==> src/rtl/cpu_pkg.sv <==
// cpu_pkg: shared CPU datapath constants
package cpu_pkg;
    localparam int WIDTH  = 32;
    localparam int REG_AW = 5;
endpackage

==> src/rtl/reg_file.sv <==
// reg_file: 32 x WIDTH register file, two async read ports, one sync write port, x0 hardwired to zero
module reg_file
    import cpu_pkg::*;
#(
    parameter int WIDTH = cpu_pkg::WIDTH,
    parameter int NREGS = 32
) (
    input  logic              clk_i,
    input  logic              rst_n_i,
    input  logic              we_i,
    input  logic [REG_AW-1:0] rs1_i,
    input  logic [REG_AW-1:0] rs2_i,
    input  logic [REG_AW-1:0] rd_i,
    input  logic [WIDTH-1:0]  wd_i,
    output logic [WIDTH-1:0]  rs1_o,
    output logic [WIDTH-1:0]  rs2_o
);
    logic [WIDTH-1:0] regs_q [1:NREGS-1];
    logic [WIDTH-1:0] regs_d [1:NREGS-1];

    // write decode: only x1..x31 exist, so a write to x0 matches nothing
    always_comb begin
        regs_d = regs_q;
        for (int i = 1; i < NREGS; i++)
            if (we_i && rd_i == i[REG_AW-1:0]) regs_d[i] = wd_i;
    end

    // storage update; reset wins over a simultaneous write
    always_ff @(posedge clk_i) begin
        if (!rst_n_i)
            for (int i = 1; i < NREGS; i++) regs_q[i] <= '0;
        else
            regs_q <= regs_d;
    end

    // read muxes: no write forwarding, address 0 falls through to zero
    always_comb begin
        rs1_o = '0;
        rs2_o = '0;
        for (int i = 1; i < NREGS; i++) begin
            if (rs1_i == i[REG_AW-1:0]) rs1_o = regs_q[i];
            if (rs2_i == i[REG_AW-1:0]) rs2_o = regs_q[i];
        end
    end
endmodule

==> config.mk <==
export PLATFORM = sky130hd
export DESIGN_NAME = reg_file
export DESIGN_NICKNAME = d
export VERILOG_FILES = /design/src/rtl/cpu_pkg.sv /design/src/rtl/reg_file.sv
export SDC_FILE = /design/constraint.sdc
export NUM_CORES = 2
export LEC_CHECK = 0
export ABC_AREA = 1
export BUFFER_PORTS_ARGS = -buffer_cell sky130_fd_sc_hd__buf_2
export CAP_MARGIN = 20
export CORE_MARGIN = 2
export CORE_UTILIZATION = 45
export DETAILED_ROUTE_END_ITERATION = 8
export HOLD_SLACK_MARGIN = 0.02
export PLACE_DENSITY = 0.64
export SLEW_MARGIN = 25
export SYNTH_ARGS = -nofsm -noshare
export SYNTH_HDL_FRONTEND = slang
export SYNTH_SLANG_ARGS = --single-unit
==> constraint.sdc <==
create_clock -name clk_i -period 3.5 [get_ports clk_i]
set_input_delay 0.35 -clock clk_i [delete_from_list [all_inputs] [get_ports clk_i]]
set_output_delay 0.35 -clock clk_i [all_outputs]
set_load 0.05 [all_outputs]
==> flow_summary.ini <==
[routing]
drc = 0
wl_per_cell_um = 21.9
vias = 55400
via_per_inst = 5.94
ant_nets = 0
drtIter0Drc = 7275
routed_wirelength_um = 204000
firstDrtPassIters = 6

[yosys]
yosysTopAreaCellShare_pct = 40.0
synth.distinct_cells = 26
synth_top_area_cell = dfxtp_1
syn_nets = 7811
netlist_instances = 7761
ys_ff_latch = 992
synth_seq_area_share_pct = 40.0
synth_area_sq_um = 49700
syn_area_per_cell_sq_um = 6.40
yosysWarnings = 0
ys_top_cells_by_area = dfxtp_1 (40%), nand2_1 (15%), a21oi_1 (10%), nand4_1 (7.1%), nor2_1 (6.4%)

[status]
status = finished with violations
violations = negative setup slack

[critical_path]
slowest_stage = dfxtp_2
slowest_delay_ns = 0.33
crit_fanout = 3
worstPathCellList = nand4_1 -> nand3_2 -> nor2_2 -> nand4_1 -> nor2_1 -> nand4_1 -> nor2_1 -> nand4_1 -> nor2_1 -> nand4_1 -> nor2_2 -> nand4_1 -> nor2_2 -> nand4_1 -> nor2_2 -> nand4_1 -> buf_6
crit_family = simple AND/OR/NAND/NOR gates
worstPathRequired_ns = 3.15
start_kind = flop
critPathBufInv = 1
crit_path_frequent_cell = nand4_1
cp.arrival_ns = 3.69
cp-end-kind = output pin
critical_path_class = flop to output pin

[timing]
tightestPinTransition_ns = 0.996
setup_viol = 49
rsz0062_at_grt = yes
postLayoutSetupSlackWorst_ns = -0.541
tns_ns = -6.15
skew_ns = 0
fin_crit_ns = 4.04
relSlewSlack_pct = 33.6
hold_viol_final = 0
post-route-period-util_pct = 115
fmax_ghz = 0.247
timing.hold.ws_ns = 0.145
drv_slew = 0

[floorplan]
die_h_um = 336
start_util_pct = 45.5
ios = 114
num_rows = 121
core-area_sq_um = 109000
die-area_sq_um = 113000
die_w_um = 336

[placement]
io_buffers = 113
gp_congestion = 0.954
preCtsSetupSlack_ns = -0.435
dp.cells = 9107
dpl_cell_area_sq_um = 53900
dpl.hpwl_um = 141000

[grt]
grt_max_degree = 159
grt_pass1_vias = 50100
overflow = 0
grt.total_usage_pct = 34.7
antenna_found_initial = 9
grt_pass1_wl_um = 304000

[final_layout]
fin_util_pct = 54.4
top_register = regs_q
fill_cells = 10600
multi_input_area_sq_um = 26300
reg_top3 = regs_q: 992 flops
drive_above_1_share_pct = 14.3
seqCellArea_sq_um = 19900
largest_reg_flops = 992
final_cell_area_sq_um = 59400
instances_no_fill = 9332
fin_nets = 7810
syn2layout_area_growth_pct = 19.5

[clock_network]
numClockSinks = 992
cts_hold_buf = 0
cts_tree = built
clockBufferDepth = 3
numCtsBuffers = 108
clk_pin_slew_ns = 0.06
cts-root-buf = clkbuf_16
h-tree-depth = 3
worstSkewPairLatency_ns = 0.71

[job]
maxCapViolCount = 0

[pwr]
finalPower_mw = 25.7
irDropWorstVdd_uv = 409
p_per_area_nw_per_um2 = 432
p_leak_nw = 21.0

[worst_hold_path]
hold_path_class = primary input to flop
-- layout make-up --
class,instances,area share [%]
clock inverters,32,0.717
multi-input cells,5569,44.4
inverters,560,3.60
well taps,1476,3.11
diodes,9,0.0379
clock buffers,165,5.52
repair buffers,529,9.04
flip-flops and latches,992,33.6
-- cells in the mapped netlist, drive strengths merged --
library cell  number
inv              553
buf               88
or2               23
clkbuf           557
clkinv             7
o21ai            574
a21oi            990
nor2             853
a211oi            32
nor3              24
nand3            520
o2111ai            4
dfxtp            992
nand2           1977
nand4            567
-- power by group --
part / leakage [nW] / switching, mW / internal, mW
clock network: 1.84 / 5.02 / 7.08
registers: 8.04 / 0.0820 / 11.4
logic: 11.1 / 1.52 / 0.539
total: 21.0 / 6.62 / 19.0
-- worst min-delay path, delay by kind of cell --
family,cells,cell delay (ns)
AO/OA/AOI/OAI,2,0.20
buffers and inverters,1,0.23
-- worst paths after layout --
kind | slack (ns) | from | to | cells past startpoint
worst min register to register | 0.46 | regs_q[414] | regs_q[414] | 2
worst max-delay path | -0.54 | regs_q[901] | rs2_o[5] | 17
worst max register to register | 2.62 | regs_q[8] | regs_q[8] | 2
worst min-delay path | 0.14 | rst_n_i | regs_q[486] | 3
-- timing repair --
action | in CTS | in global routing
gates cloned | 3 | 5
setup buffers | 0 | 12
pin swaps | 50 | 156
setup endpoints to repair | 64 | 64
resized for setup | 290 | 237
-- layout by cell type, fill, tap and decap left out, types with 3 or more instances in the layout --
master,n
nor3_2,14
clkbuf_1,21
dfxtp_2,64
nor2_1,660
nor3_1,6
clkinv_1,6
or2_2,19
buf_2,40
clkbuf_16,111
buf_4,317
dfxtp_1,927
o21ai_0,564
bufinv_16,9
inv_4,3
buf_12,88
nor2_4,24
nand2_2,33
diode_2,9
inv_6,3
nand3_2,50
buf_6,71
nand2_1,1939
nand3_1,468
inv_8,3
nor3_4,4
a21oi_1,989
nand2_4,5
inv_1,531
a211oi_1,32
nor2_2,174
nand4_1,567
o2111ai_2,3
clkinv_2,18
o21ai_2,3
buf_8,10
inv_2,15
o21ai_1,7
clkbuf_8,36
-- kinds of logic (layout without fill, tap and decap cells) --
kind of cell,Yosys count,count (layout),share of synthesized area [%]
DFF,992,992,40.0
AOI/OAI and AO/OA,1600,1600,16.3
buffers and inverters,1205,1286,9.29
other,0,9,0
and+or+nand+nor,3964,3969,34.4
-- per-layer routing --
metal | routed length, um | vias up | track usage [%] | part of all wire [%]
li1 | - | 25600 | - | -
met1 | 83800 | 26100 | 48.3 | 41
met2 | 87400 | 3186 | 52.0 | 43
met3 | 23500 | 496 | 6.91 | 12
met4 | 9480 | 4 | 15.1 | 4.6
met5 | 23 | - | 0 | 0.011
No activity file was read; power rests on OpenSTA's default activity.
